`config.mk`:
```
export PLATFORM = sky130hd
export DESIGN_NAME = mult_arbiter
export DESIGN_NICKNAME = d
export VERILOG_FILES = /design/src/rtl/mult_arbiter.sv
export SDC_FILE = /design/constraint.sdc
export NUM_CORES = 1
export LEC_CHECK = 0
export CORE_MARGIN = 8
export CORE_UTILIZATION = 45
export CTS_BUF_LIST = sky130_fd_sc_hd__clkbuf_16
export CTS_CLUSTER_SIZE = 25
export DETAILED_ROUTE_END_ITERATION = 10
export DONT_BUFFER_PORTS = 1
export SYNTH_ARGS = -nofsm -noshare
export SYNTH_HDL_FRONTEND = slang
export SYNTH_HIERARCHICAL = 1
export SYNTH_SLANG_ARGS = --single-unit
```
`constraint.sdc`:
```
create_clock -name clk -period 5.45 [get_ports clk]
set_input_delay 0.2725 -clock clk [delete_from_list [all_inputs] [get_ports clk]]
set_output_delay 0.2725 -clock clk [all_outputs]
set_load 0.01 [all_outputs]
```
`src/rtl/mult_arbiter.sv`:
```
// mult_arbiter: one shared unsigned multiplier serving NUM_REQ requesters.
// Arbitration is round-robin. The result goes into a single registered slot
// that is drained through a valid/ready handshake.
//
// Handshake semantics, identical on both sides: a transfer happens at a
// rising edge exactly when valid and ready are both high. The source holds
// valid and its payload stable until that edge. Ready may depend
// combinationally on valid (req_ready depends on req_valid and rsp_ready).

// Combinational WIDTH x WIDTH -> 2*WIDTH unsigned multiplier.
module multiply #(
    parameter int WIDTH = 8
) (
    input  logic [WIDTH-1:0]   a,
    input  logic [WIDTH-1:0]   b,
    output logic [2*WIDTH-1:0] p
);
    // Zero-extend both operands so that the full product is kept.
    assign p = (2*WIDTH)'(a) * (2*WIDTH)'(b);
endmodule

module mult_arbiter #(
    parameter int NUM_REQ = 4,
    parameter int WIDTH   = 8
) (
    input  logic                       clk,
    input  logic                       rst_n,
    input  logic [NUM_REQ-1:0]         req_valid,
    input  logic [NUM_REQ*WIDTH-1:0]   req_a,
    input  logic [NUM_REQ*WIDTH-1:0]   req_b,
    output logic [NUM_REQ-1:0]         req_ready,
    output logic                       rsp_valid,
    input  logic                       rsp_ready,
    output logic [2*WIDTH-1:0]         rsp_c,
    output logic [$clog2(NUM_REQ)-1:0] rsp_id,
    output logic [15:0]                ops_done
);
    localparam int ID_W = $clog2(NUM_REQ);

    // Result-slot FSM. The state is visible in waves and to bound checkers
    // as the signal "state".
    typedef enum logic {
        EMPTY = 1'b0,
        FULL  = 1'b1
    } state_t;

    state_t          state;
    state_t          state_nxt;
    logic [ID_W-1:0] rr_ptr;
    logic [ID_W-1:0] winner;
    logic [ID_W-1:0] ptr_after_win;
    logic            any_valid;
    logic            can_issue;
    logic            transfer;
    logic [WIDTH-1:0]   sel_a;
    logic [WIDTH-1:0]   sel_b;
    logic [2*WIDTH-1:0] product;

    // The slot can accept a new result when it is empty or is being drained
    // in this same cycle.
    assign can_issue = (state == EMPTY) | rsp_ready;
    assign transfer  = can_issue & any_valid;

    // Round-robin search: pick the first valid requester at or after rr_ptr.
    always_comb begin : arb_search
        int idx;
        idx       = 0;
        winner    = '0;
        any_valid = 1'b0;
        for (int k = 0; k < NUM_REQ; k++) begin
            idx = int'(rr_ptr) + k;
            if (idx >= NUM_REQ) begin
                idx = idx - NUM_REQ;
            end
            if (!any_valid && req_valid[idx]) begin
                any_valid = 1'b1;
                winner    = ID_W'(idx);
            end
        end
    end

    assign ptr_after_win = (winner == ID_W'(NUM_REQ - 1)) ? '0 : winner + 1'b1;

    // Operand mux feeds the single multiplier instance.
    assign sel_a = req_a[winner*WIDTH +: WIDTH];
    assign sel_b = req_b[winner*WIDTH +: WIDTH];

    multiply #(.WIDTH(WIDTH)) u_multiply (
        .a (sel_a),
        .b (sel_b),
        .p (product)
    );

    // FSM state register.
    always_ff @(posedge clk or negedge rst_n) begin
        if (!rst_n) begin
            state <= EMPTY;
        end else begin
            state <= state_nxt;
        end
    end

    // FSM next state: fill on a grant, empty on a drain with no new grant.
    always_comb begin
        state_nxt = state;
        case (state)
            EMPTY: if (any_valid) state_nxt = FULL;
            FULL:  if (rsp_ready) state_nxt = any_valid ? FULL : EMPTY;
            default: state_nxt = EMPTY;
        endcase
    end

    // FSM outputs: one-hot grant and the slot-occupied flag.
    always_comb begin
        req_ready = '0;
        if (transfer) begin
            req_ready[winner] = 1'b1;
        end
        rsp_valid = (state == FULL);
    end

    // Result slot and priority pointer. Both change only on a request transfer.
    always_ff @(posedge clk or negedge rst_n) begin
        if (!rst_n) begin
            rsp_c  <= '0;
            rsp_id <= '0;
            rr_ptr <= '0;
        end else if (transfer) begin
            rsp_c  <= product;
            rsp_id <= winner;
            rr_ptr <= ptr_after_win;
        end
    end

    // Count results accepted by the consumer; wraps naturally at 16 bits.
    always_ff @(posedge clk or negedge rst_n) begin
        if (!rst_n) begin
            ops_done <= '0;
        end else if (rsp_valid && rsp_ready) begin
            ops_done <= ops_done + 16'd1;
        end
    end

endmodule
```
==> key figures, run 1 <==
Clocking
  – Clock tree from TritonCTS: built
  – # H-tree levels: 2
  – Number of buffers created by CTS: 5
  – Clock root buffer master: sky130_fd_sc_hd__clkbuf_16
  – Clk Latency, worst-skew pair: 0.28 ns
  – Num Clock Sinks: 37
  – Clock-pin slew on the worst setup and hold paths: 0.06 ns
  – CTS max path bufs: 2

Hold path
  – Worst Hold Launch: req_valid[0]
  – Number of cells on the worst hold path: 2
  – Endpoint of the worst hold path: rsp_valid
  – Path class of the lowest-slack min-delay path: in -> reg

Timing
  – Actual transition at the worst max-transition pin: 0.5797 ns
  – Worst hold slack across all endpoints: 0.1540 ns
  – Hold Fails Final Rpt: 0
  – Final critical path time including I/O delays and setup: 5.272 ns
  – Final critical-path share of the clock period: 96.74%
  – Setup skew after layout: 0.007440 ns
  – Total of endpoints with negative setup slack in the final report: 0
  – Max Clock Freq: 0.1897 GHz
  – Final sum of negative setup slack: 0 ns
  – Number of max-slew violations in the final report: 0
  – Relative slew margins: 61.00%

Run
  – Max-cap violation count: 0

Synthesis
  – Netlist area before placement: 0.004239 mm²
  – Number of enable flip-flop cells after synthesis: 0
  – Post-synthesis net count: 569
  – Dominant synthesized flop cell: sky130_fd_sc_hd__dfrtp_1
  – Sequential area share after synthesis: 21.84%
  – Gate count after technology mapping: 424
  – Post-synthesis cell type count: 46
  – Flops & latches, synth: 37
  – Yosys synthesis warning count: 6
  – Post-synth ARST share: 100.0%
  – Avg Synthesized Cell Area: 9.998 µm²

Critical path
  – Endpoint class of the critical path: flip-flop
  – Worst reg2reg path depth: 21
  – Destination of the worst register-to-register timing path: rsp_c[14]
  – Critical path required time: 5.61 ns
  – Critical Path Start Type: flip-flop
  – Worst reg2reg path startpoint: rr_ptr[0]
  – Data arrival time of the worst path: 5.44 ns
  – Worst reg2reg setup slack: 0.18 ns
  – Critical path class: reg -> reg
  – Max FO, Critical Path: 7

GRT
  – Number of global-route vias before repair: 3304
  – Initial antenna violation count: 0
  – Global-route wire length before repair: 16220 µm
  – Remaining global-route overflow: 0
  – Global-route total usage across every layer: 15.42%
  – Largest net degree at the start of global routing: 38

Routing
  – Residual antenna-violating net count after detailed routing: 0
  – Per-cell via count in the routed design: 5.285
  – Total number of vias: 3113
  – Number of iterations in the first detailed-routing pass: 4
  – Total routed wirelength: 9981 µm
  – Drt initial violations: 138
  – Drc violations: 0
  – Wire per inst: 16.95 µm

Cells and area
  – Post-synthesis to final-layout area growth: 25.41%
  – Share of the core filled with cells: 57.81%
  – Number of nets at the end of the flow: 622
  – Total inserted antenna cells: 0
  – Fraction of layout cells with a size suffix above 1: 28.87%
  – Total non-filler cell area in the finished layout: 0.005316 mm²

Die
  – Die Span X: 113.1 µm
  – Starting density of the core: 46.10%
  – Vert. Die Dim: 113.1 µm
  – Io pins: 110
  – Overall die area: 0.01278 mm²
  – Number of rows created at floorplan: 35
  – Core area: 0.009196 mm²

Placement
  – Port bufs: 0
  – Final RePlAce weighted congestion: 0.8437
  – Placed wire-length estimate after detailed placement: 7644 µm
  – Post-DP Area: 0.004552 mm²

Run status
  – Status: finished clean
## registers in the layout, summed over array words and instances, names as in the netlist
name       count
ops_done      16
rsp_c         16
rr_ptr         2
rsp_id         2
rsp_valid      1
## per-layer routing
layer / global-route usage, % / routed length, µm / part of all wire (%)
met3: 5.804 / 827 / 8.3
met4: 3.020 / 61 / 0.61
met1: 18.56 / 4243 / 43
met5: 0 / 0 / 0
met2: 25.79 / 4849 / 49
## repair_timing
item | 4_1_cts | 5_1_grt
hold buffers | 2 | 0
pin swaps | 10 | 39
resized for setup | 17 | 63
setup endpoints to repair | 7 | 8
endpoints found under the hold margin | 37 | 0
cloned | 2 | 0
setup buffers | 10 | 15
## cell usage in the layout (no fill, tap or decap), types with 4 or more instances in the layout
cell                        netlist  layout
sky130_fd_sc_hd__xnor2_1         16      16
sky130_fd_sc_hd__inv_1           54      50
sky130_fd_sc_hd__ha_1            38      31
sky130_fd_sc_hd__mux2i_2          0       7
sky130_fd_sc_hd__fa_2             0       5
sky130_fd_sc_hd__mux2i_4          0      11
sky130_fd_sc_hd__xor2_1          10      10
sky130_fd_sc_hd__a21oi_1          9       5
sky130_fd_sc_hd__mux2_1           6       6
sky130_fd_sc_hd__buf_4            2      45
sky130_fd_sc_hd__buf_12           0       4
sky130_fd_sc_hd__nand3_1          5       4
sky130_fd_sc_hd__mux2i_1         48      30
sky130_fd_sc_hd__and2_1          48      41
sky130_fd_sc_hd__inv_2            0       5
sky130_fd_sc_hd__mux2_2          12      10
sky130_fd_sc_hd__ha_4             0       5
sky130_fd_sc_hd__a21oi_2          0       4
sky130_fd_sc_hd__dfrtp_1         37      37
sky130_fd_sc_hd__o21a_1           5       5
sky130_fd_sc_hd__and2_4           0       7
sky130_fd_sc_hd__buf_6            2       4
sky130_fd_sc_hd__clkbuf_16        0       5
sky130_fd_sc_hd__and3_1           5       5
sky130_fd_sc_hd__nand4_1          5       5
sky130_fd_sc_hd__nand2_1         33      30
sky130_fd_sc_hd__fa_1            36      31
sky130_fd_sc_hd__nor2_1          16      15
## cells in the mapped netlist, types with 2 or more instances
master	number	share of area, %
sky130_fd_sc_hd__inv_1	54	4.8
sky130_fd_sc_hd__and2_1	48	7.1
sky130_fd_sc_hd__mux2i_1	48	11
sky130_fd_sc_hd__ha_1	38	11
sky130_fd_sc_hd__dfrtp_1	37	22
sky130_fd_sc_hd__fa_1	36	17
sky130_fd_sc_hd__nand2_1	33	2.9
sky130_fd_sc_hd__nor2_1	16	1.4
sky130_fd_sc_hd__xnor2_1	16	3.3
sky130_fd_sc_hd__mux2_2	12	3.2
sky130_fd_sc_hd__xor2_1	10	2.1
sky130_fd_sc_hd__a21oi_1	9	1.1
sky130_fd_sc_hd__mux2_1	6	1.6
sky130_fd_sc_hd__and3_1	5	0.74
sky130_fd_sc_hd__nand3_1	5	0.59
sky130_fd_sc_hd__nand4_1	5	0.74
sky130_fd_sc_hd__o21a_1	5	0.89
sky130_fd_sc_hd__a21o_1	3	0.53
sky130_fd_sc_hd__o21ai_0	3	0.35
sky130_fd_sc_hd__a211o_1	2	0.41
sky130_fd_sc_hd__buf_2	2	0.24
sky130_fd_sc_hd__buf_4	2	0.35
sky130_fd_sc_hd__buf_6	2	0.53
sky130_fd_sc_hd__buf_8	2	0.71
sky130_fd_sc_hd__nand2b_1	2	0.30
sky130_fd_sc_hd__nor3_1	2	0.24
sky130_fd_sc_hd__nor4_1	2	0.30
## critical path: stages (launching register included)
cell and delay, ns:
sky130_fd_sc_hd__dfrtp_1 0.40, sky130_fd_sc_hd__nand2b_4 0.15, sky130_fd_sc_hd__nor2b_4 0.12, sky130_fd_sc_hd__o22a_4 0.28, sky130_fd_sc_hd__buf_6 0.13, sky130_fd_sc_hd__buf_4 0.13, sky130_fd_sc_hd__mux2i_4 0.18, sky130_fd_sc_hd__mux2i_4 0.27
sky130_fd_sc_hd__and2_4 0.20, sky130_fd_sc_hd__fa_1 0.44, sky130_fd_sc_hd__fa_2 0.49, sky130_fd_sc_hd__fa_1 0.50, sky130_fd_sc_hd__inv_1 0.05, sky130_fd_sc_hd__fa_1 0.50, sky130_fd_sc_hd__inv_2 0.05, sky130_fd_sc_hd__ha_4 0.22
sky130_fd_sc_hd__a21oi_2 0.15, sky130_fd_sc_hd__o21ai_2 0.08, sky130_fd_sc_hd__nor4_2 0.27, sky130_fd_sc_hd__a21oi_1 0.12, sky130_fd_sc_hd__xor2_1 0.17, sky130_fd_sc_hd__mux2_4 0.26
## logic make-up (layout without fill, tap and decap cells)
kind of cell / count (synthesis) / after routing / share of synthesized area [%]
buffers and inverters: 62 / 116 / 6.611
XOR/XNOR: 26 / 26 / 5.372
flip-flops: 37 / 37 / 21.84
multiplexers: 67 / 67 / 16.47
AND/OR/NAND/NOR: 124 / 124 / 15.64
adder cells (fa/ha/maj): 74 / 74 / 28.22
AO/OA/AOI/OAI: 34 / 34 / 5.844
## through the flow
stage	setup WS [ns]	std cells
final	0.1778	589
after global placement	-0.06668	555
after detailed placement	-0.1761	555
after CTS	-0.001192	577
after floorplan	0.09024	424
after global routing	-0.02032	589
## how the worst max path moves through the flow
| stage | slack, ns | cells past startpoint | endpoint | from |
|---|---|---|---|---|
| after CTS | -0.001 | 23 | rsp_c[11] | rr_ptr[0] |
| final | 0.18 | 21 | rsp_c[14] | rr_ptr[0] |
| after floorplan | 0.09 | 22 | rsp_c[11] | rr_ptr[0] |
| after detailed placement | -0.18 | 22 | rsp_c[11] | rr_ptr[1] |
| after global placement | -0.07 | 21 | rsp_c[14] | rr_ptr[1] |
| after global routing | -0.02 | 21 | rsp_c[14] | rr_ptr[0] |
## final cells by class
class	instances	area (µm²)
fillers	801	3880
multi-input cells	325	3408
flip-flops and latches	37	925.9
repair buffers	54	473.0
inverters	54	202.7
well taps	111	138.9
clock buffers	5	125.1
clock inverters	3	42.54
Power of run 1 is left out: the tool's default activity adds up to more than one toggle a clock period on the data nets, which glitch-free logic cannot reach.
==> run 2: changes to the inputs <==
--- a/config.mk
+++ b/config.mk
@@ -5,12 +5,14 @@
 export SDC_FILE = /design/constraint.sdc
 export NUM_CORES = 1
 export LEC_CHECK = 0
+export ABC_AREA = 1
 export CORE_MARGIN = 8
 export CORE_UTILIZATION = 45
 export CTS_BUF_LIST = sky130_fd_sc_hd__clkbuf_16
 export CTS_CLUSTER_SIZE = 25
 export DETAILED_ROUTE_END_ITERATION = 10
 export DONT_BUFFER_PORTS = 1
+export GPL_ROUTABILITY_DRIVEN = 0
 export SYNTH_ARGS = -nofsm -noshare
 export SYNTH_HDL_FRONTEND = slang
 export SYNTH_HIERARCHICAL = 1
==> run 2 against run 1 <==
  * Synthesized cell count is 82% higher
  * Register-to-register slack better by 0.04 ns
  * Setup slack better by 0.044 ns
  * Core utilization is 5.1 points lower
  * First-iteration DRC count up 51%
  * Critical endpoint is now rsp_c[11]
  * Sequential cell count unchanged
  * Worst hold slack better by 0.081 ns
  * Via count is 45% higher
==> key figures, run 2 <==
Run status
  – Status: finished clean

Routing
  – Total number of vias: 4526
  – Highest metal used: met4
  – Drt initial violations: 209
  – Residual antenna-violating net count after detailed routing: 0
  – Wire length on met3: 685 µm
  – Number of iterations in the first detailed-routing pass: 4
  – Wire per inst: 13.80 µm
  – Drc violations: 0
  – Per-cell via count in the routed design: 4.930
  – Routed length on met2: 6562 µm
  – Routed met1 length: 5289 µm
  – Total routed wirelength: 12670 µm

Synthesis
  – Post-synthesis cell type count: 27
  – Post-synthesis mux area share: 0.2237%
  – Gate count after technology mapping: 771
  – Number of enable flip-flop cells after synthesis: 0
  – Main combinational cell family by area after synthesis: simple AND/OR/NAND/NOR gates
  – Flops & latches, synth: 37
  – Post-synth ARST share: 100.0%
  – Cell type with the highest aggregate area in the netlist: sky130_fd_sc_hd__nand2_1
  – Most instantiated library cell after synthesis: sky130_fd_sc_hd__nand2_1
  – Dominant synthesized flop cell: sky130_fd_sc_hd__dfrtp_1
  – Sequential area share after synthesis: 18.39%
  – Netlist area before placement: 0.005035 mm²
  – Most numerous cell types in the synthesized netlist: 289 x sky130_fd_sc_hd__nand2_1, 172 x sky130_fd_sc_hd__inv_1, 70 x sky130_fd_sc_hd__nand3_1
  – Synthesized-area fraction occupied by ao, oa, aoi and oai cells: 1.019%
  – Main area contributors after synthesis: sky130_fd_sc_hd__nand2_1 22%, sky130_fd_sc_hd__dfrtp_1 18%, sky130_fd_sc_hd__fa_1 14%
  – Post-synthesis net count: 916
  – Post-synthesis simple-gate area fraction: 35.41%
  – Yosys synthesis warning count: 6
  – Avg Synthesized Cell Area: 6.530 µm²
  – Proportion of netlist area held by the largest area contributor: 21.55%
  – Post-Synth Adder-Cell Area: 23.76%
  – XOR/XNOR share of the synthesized area: 3.653%

Die
  – Vert. Die Dim: 121.8 µm
  – Starting density of the core: 46.24%
  – Die Span X: 121.8 µm
  – Core area: 0.01089 mm²
  – Overall die area: 0.01483 mm²
  – Number of rows created at floorplan: 38
  – Io pins: 110

Clocking
  – Clock root buffer master: sky130_fd_sc_hd__clkbuf_16
  – Clk Latency, worst-skew pair: 0.28 ns
  – CTS max path bufs: 2
  – Number of buffers created by CTS: 5
  – Num Clock Sinks: 37
  – Clock tree from TritonCTS: built
  – # H-tree levels: 2
  – Clock-pin slew on the worst setup and hold paths: 0.05 ns

Placement
  – Post-DP Area: 0.005134 mm²
  – Placed wire-length estimate after detailed placement: 9806 µm
  – Port bufs: 0

Hold path
  – Path class of the lowest-slack min-delay path: in -> reg
  – Worst Hold Launch: rsp_ready

Critical path
  – Data arrival time of the worst path: 5.39 ns
  – Critical path's slowest cell: sky130_fd_sc_hd__fa_1
  – Launch point of the worst path: rr_ptr[0]
  – Max FO, Critical Path: 8
  – Endpoint class of the critical path: flip-flop
  – Critical Path Start Type: flip-flop
  – Critical path class: reg -> reg
  – Worst reg2reg path startpoint: rr_ptr[0]
  – Most frequent CP cell: sky130_fd_sc_hd__nand2_1
  – Largest incremental delay on the critical path: 0.54 ns
  – Critical path required time: 5.61 ns

Cells and area
  – Commonest non-fill, non-tap cells in the layout: 264 x sky130_fd_sc_hd__nand2_1, 171 x sky130_fd_sc_hd__inv_1, 67 x sky130_fd_sc_hd__nand3_1
  – Biggest regs: ops_done (16), rsp_c (16)
  – Fraction of layout cells with a size suffix above 1: 14.91%
  – Fill cell instance count of the final layout: 1059
  – Total non-filler cell area in the finished layout: 0.005738 mm²
  – Leading cell type in the layout, fill and taps excluded: sky130_fd_sc_hd__nand2_1
  – Number of nets at the end of the flow: 923
  – Post-synthesis to final-layout area growth: 13.97%
  – Total inserted antenna cells: 0

Timing
  – Relative slew margins: 72.73%
  – Actual transition at the worst max-transition pin: 0.4076 ns
  – Total of endpoints with negative setup slack in the final report: 0
  – Setup skew after layout: 0.005047 ns
  – Hold Fails Final Rpt: 0
  – Final critical path time including I/O delays and setup: 5.229 ns
  – Number of max-slew violations in the final report: 0
  – Final critical-path share of the clock period: 95.94%
  – Max Clock Freq: 0.1913 GHz

GRT
  – Global-route total usage across every layer: 16.57%
  – Global-route wire length before repair: 20550 µm
  – Remaining global-route overflow: 0
  – Largest net degree at the start of global routing: 38
  – Initial antenna violation count: 0
  – Number of global-route vias before repair: 4474

Run
  – Max-cap violation count: 0
==> run 2: cell types whose count changed in the layout (fill, tap and decap cells not counted), moves of 8 or more <==
cell | previous run | this run
sky130_fd_sc_hd__nand2_4 | 0 | 11
sky130_fd_sc_hd__nand2_1 | 30 | 264
sky130_fd_sc_hd__mux2_2 | 10 | 1
sky130_fd_sc_hd__mux2i_4 | 11 | 0
sky130_fd_sc_hd__mux2i_1 | 30 | 0
sky130_fd_sc_hd__and2_1 | 41 | 0
sky130_fd_sc_hd__inv_1 | 50 | 171
sky130_fd_sc_hd__nand2_2 | 3 | 34
sky130_fd_sc_hd__buf_4 | 45 | 21
sky130_fd_sc_hd__xnor2_1 | 16 | 8
sky130_fd_sc_hd__nand3_1 | 4 | 67
==> run 2: final timing paths <==
check / endpoint / slack [ns] / cells past startpoint
max in group asynchronous: ops_done[14] / 4.82 / 2
min in group asynchronous: ops_done[8] / 0.44 / 2
max: rsp_c[11] / 0.22 / 33
max reg2reg: rsp_c[11] / 0.22 / 33
min: ops_done[0] / 0.24 / 2
min reg2reg: ops_done[15] / 0.54 / 1
==> run 2: cells by family (layout without fill, tap and decap cells) <==
group	Yosys count	count (layout)
adder cells (fa/ha/maj)	74	74
multiplexers	1	1
AND/OR/NAND/NOR	414	414
buffers and inverters	215	222
AO/OA/AOI/OAI	9	9
XOR/XNOR	21	21
flip-flops	37	37
==> run 2: final cells by class <==
type,instances,area (µm²),share of cell area [%]
Multi-Input combinational cell,519,3420,59.59
Sequential cell,37,925.9,16.14
Inverter,181,684.4,11.93
Timing Repair Buffer,34,396.6,6.912
Tap cell,140,175.2,3.053
Clock buffer,5,125.1,2.181
Clock inverter,2,11.26,0.1962
==> run 2: metrics by stage <==
| stage | hold WS, ns | TNS, ns | setup slack, ns | utilization (%) | cells |
|---|---|---|---|---|---|
| finish | 0.2351 | 0 | 0.2213 | 52.70 | 918 |
| global route | 0.2480 | -0.5366 | -0.09942 | 52.70 | 918 |
| CTS | 0.2321 | 0 | 0.02529 | 48.72 | 898 |
| detailed placement | -0.02223 | 0 | 0.005075 | 47.15 | 889 |
| global placement | -0.02200 | 0 | 0.1072 | 47.15 | 889 |
| floorplan | -0.02309 | 0 | 0.4003 | - | 771 |
==> run 2: repair_timing <==
| action | CTS | global route |
|---|---|---|
| setup buffers | 0 | 15 |
| hold buffers | 2 | 0 |
| hold endpoints to repair | 37 | 0 |
| gates resized for setup | 2 | 54 |
| pin swaps | 0 | 10 |
| cloned | 0 | 5 |
| endpoints found under the setup margin | 4 | 9 |
==> run 2: layer usage <==
layer  global-route usage, %  vias to the layer above
li1                        -                     2268
met1                   20.27                     2156
met2                   29.72                       91
met3                   2.962                       11
met4                   3.315                        0
met5                       0                        -
==> run 2: critical path, delay by kind of cell (launching register included) <==
family                     cells  cell delay, ns
adders and majority gates      5            2.30
and+or+nand+nor               18            1.58
buffers and inverters         10            0.81
DFF                            1            0.42
Power of run 2 is left out for the same reason.
==> run 3: changes to the inputs <==
==> constraint.sdc (replaced) <==
create_clock -name clk -period 5.45 [get_ports clk]
set_input_delay 1.09 -clock clk [delete_from_list [all_inputs] [get_ports clk]]
set_output_delay 1.09 -clock clk [all_outputs]
set_load 0.01 [all_outputs]
==> run 3 against run 2 <==
  * Sequential share of layout area shrank 1.4 points
  * Setup slack lost 0.074 ns
  * Clock-buffer cell count is the same
  * Register-to-register slack gained 0.06 ns
  * Critical path depth is the same
  * Routed wire length grew 7.4%
  * Die area is the same
  * Non-clock buffer count grew 26
  * Cell count grew 2.9%
  * Cell area grew 9.6%
==> key figures, run 3 (synthesis results as in run 2) <==
Cells and area
  – Commonest non-fill, non-tap cells in the layout: 235 x sky130_fd_sc_hd__nand2_1, 157 x sky130_fd_sc_hd__inv_1, 57 x sky130_fd_sc_hd__nand2_2
  – Post-synthesis to final-layout area growth: 24.88%
  – Multi-input combinational cell area: 0.003711 mm²
  – Share of the core filled with cells: 57.75%
  – Fill cell instance count of the final layout: 1018
  – Leading cell type in the layout, fill and taps excluded: sky130_fd_sc_hd__nand2_1
  – Biggest regs: ops_done (16), rsp_c (16)
  – Fraction of layout cells with a size suffix above 1: 26.96%
  – Sequential cell area: 925.9 µm²
  – Number of nets at the end of the flow: 949
  – Total inserted antenna cells: 0

Die
  – Die Span X: 121.8 µm
  – Core area: 0.01089 mm²
  – Number of rows created at floorplan: 38
  – Io pins: 110
  – Starting density of the core: 46.24%
  – Overall die area: 0.01483 mm²
  – Vert. Die Dim: 121.8 µm

Routing
  – Wire per inst: 14.40 µm
  – Drt initial violations: 310
  – Per-cell via count in the routed design: 4.945
  – Residual antenna-violating net count after detailed routing: 0
  – Total number of vias: 4673
  – Total routed wirelength: 13610 µm
  – Number of iterations in the first detailed-routing pass: 5
  – Drc violations: 0

Placement
  – Port bufs: 0
  – Placed wire-length estimate after detailed placement: 10330 µm

GRT
  – Met1 Use GR: 21.07%
  – Largest net degree at the start of global routing: 38
  – Global-route wire length before repair: 21780 µm
  – Met3 track utilization from global routing: 4.072%
  – Remaining global-route overflow: 0
  – Number of global-route vias before repair: 4737
  – Most Crowded Layer GR: met2
  – Met2 GRT Util: 31.57%
  – Global-route total usage across every layer: 17.63%
  – Initial antenna violation count: 0

Clocking
  – Num Clock Sinks: 37
  – Clock root buffer master: sky130_fd_sc_hd__clkbuf_16
  – CTS max path bufs: 2
  – Number of buffers created by CTS: 5
  – # H-tree levels: 2
  – Clock tree from TritonCTS: built
  – Clk Latency, worst-skew pair: 0.27 ns
  – Clock-pin slew on the worst setup and hold paths: 0.05 ns

Critical path
  – Max FO, Critical Path: 8
  – Critical Path Start Type: input pin
  – Most frequent CP cell: sky130_fd_sc_hd__nand2_2
  – Endpoint class of the critical path: flip-flop
  – Data arrival time of the worst path: 5.52 ns
  – Largest incremental delay on the critical path: 0.51 ns
  – Critical path required time: 5.66 ns
  – Family with the most delay on the worst path: adder cells
  – Critical path's slowest cell: sky130_fd_sc_hd__fa_1
  – Buffering stage count on the worst path with inverters included: 9
  – Critical path class: in -> reg

Timing
  – Number of max-slew violations in the final report: 0
  – Relative slew margins: 73.23%
  – Max Clock Freq: 0.1886 GHz
  – Final critical path time including I/O delays and setup: 5.303 ns
  – Setup skew after layout: 0.003026 ns
  – Total of endpoints with negative setup slack in the final report: 0
  – Actual transition at the worst max-transition pin: 0.4001 ns
  – Hold Fails Final Rpt: 0
  – Setup repair after global routing missed its margin: true
  – Final critical-path share of the clock period: 97.30%

Run status
  – Status: finished clean

Run
  – Max-cap violation count: 0

Hold path
  – Path class of the lowest-slack min-delay path: in -> async
## run 3: cell types whose count changed in the layout (fill, tap and decap cells not counted), sizes merged
cell | before | now
dlygate4sd3 | 1 | 0
inv | 181 | 180
clkinvlp | 1 | 0
clkinv | 1 | 4
buf | 29 | 57
clkbuf | 9 | 8
## run 3: what timing repair did
item	in CTS	in global routing
setup buffers	2	12
gates cloned	1	3
pin swaps	16	76
hold buffers	0	0
endpoints found under the setup margin	8	10
resized for setup	17	138
## run 3: through the flow
stage	hold slack, ns	instance area (µm²)	setup WS, ns	instances	TNS, ns
2_1_floorplan	0.5074	5092	0.002206	771	0
3_3_place_gp	0.5517	5404	-0.3119	919	-2.355
3_5_place_dp	0.5527	5404	-0.3646	919	-2.870
4_1_cts	0.5037	5635	0.001791	930	0
5_1_grt	0.4968	6287	-0.07745	945	-0.3314
6_report	0.5069	6287	0.1471	945	0
## run 3: final timing paths
kind / startpoint / to / slack, ns / depth (start not counted)
hold reg to reg: ops_done[15] / ops_done[15] / 0.55 / 1
setup / recovery: req_valid[1] / rsp_c[10] / 0.15 / 33
min in group clk: ops_done[15] / ops_done[15] / 0.55 / 1
max in group asynchronous: rst_n / rr_ptr[1] / 4.86 / 0
hold / removal: rst_n / rsp_c[8] / 0.51 / 0
setup reg to reg: rr_ptr[0] / rsp_c[10] / 0.28 / 34
## run 3: final cells by class
class / instances / area share [%]
clock buffers: 5 / 1.990
clock inverters: 3 / 0.2189
inverters: 181 / 11.66
multi-input cells: 519 / 59.02
flip-flops and latches: 37 / 14.73
well taps: 140 / 2.786
repair buffers: 60 / 9.592
## run 3: per-layer routing
layer	routed length (µm)	vias to the layer above	part of all wire, %
met5	0	-	0
met4	128	0	0.94
met3	959	10	7.0
met2	6944	120	51
met1	5579	2230	41
li1	-	2313	-
Power of run 3 is left out for the same reason.
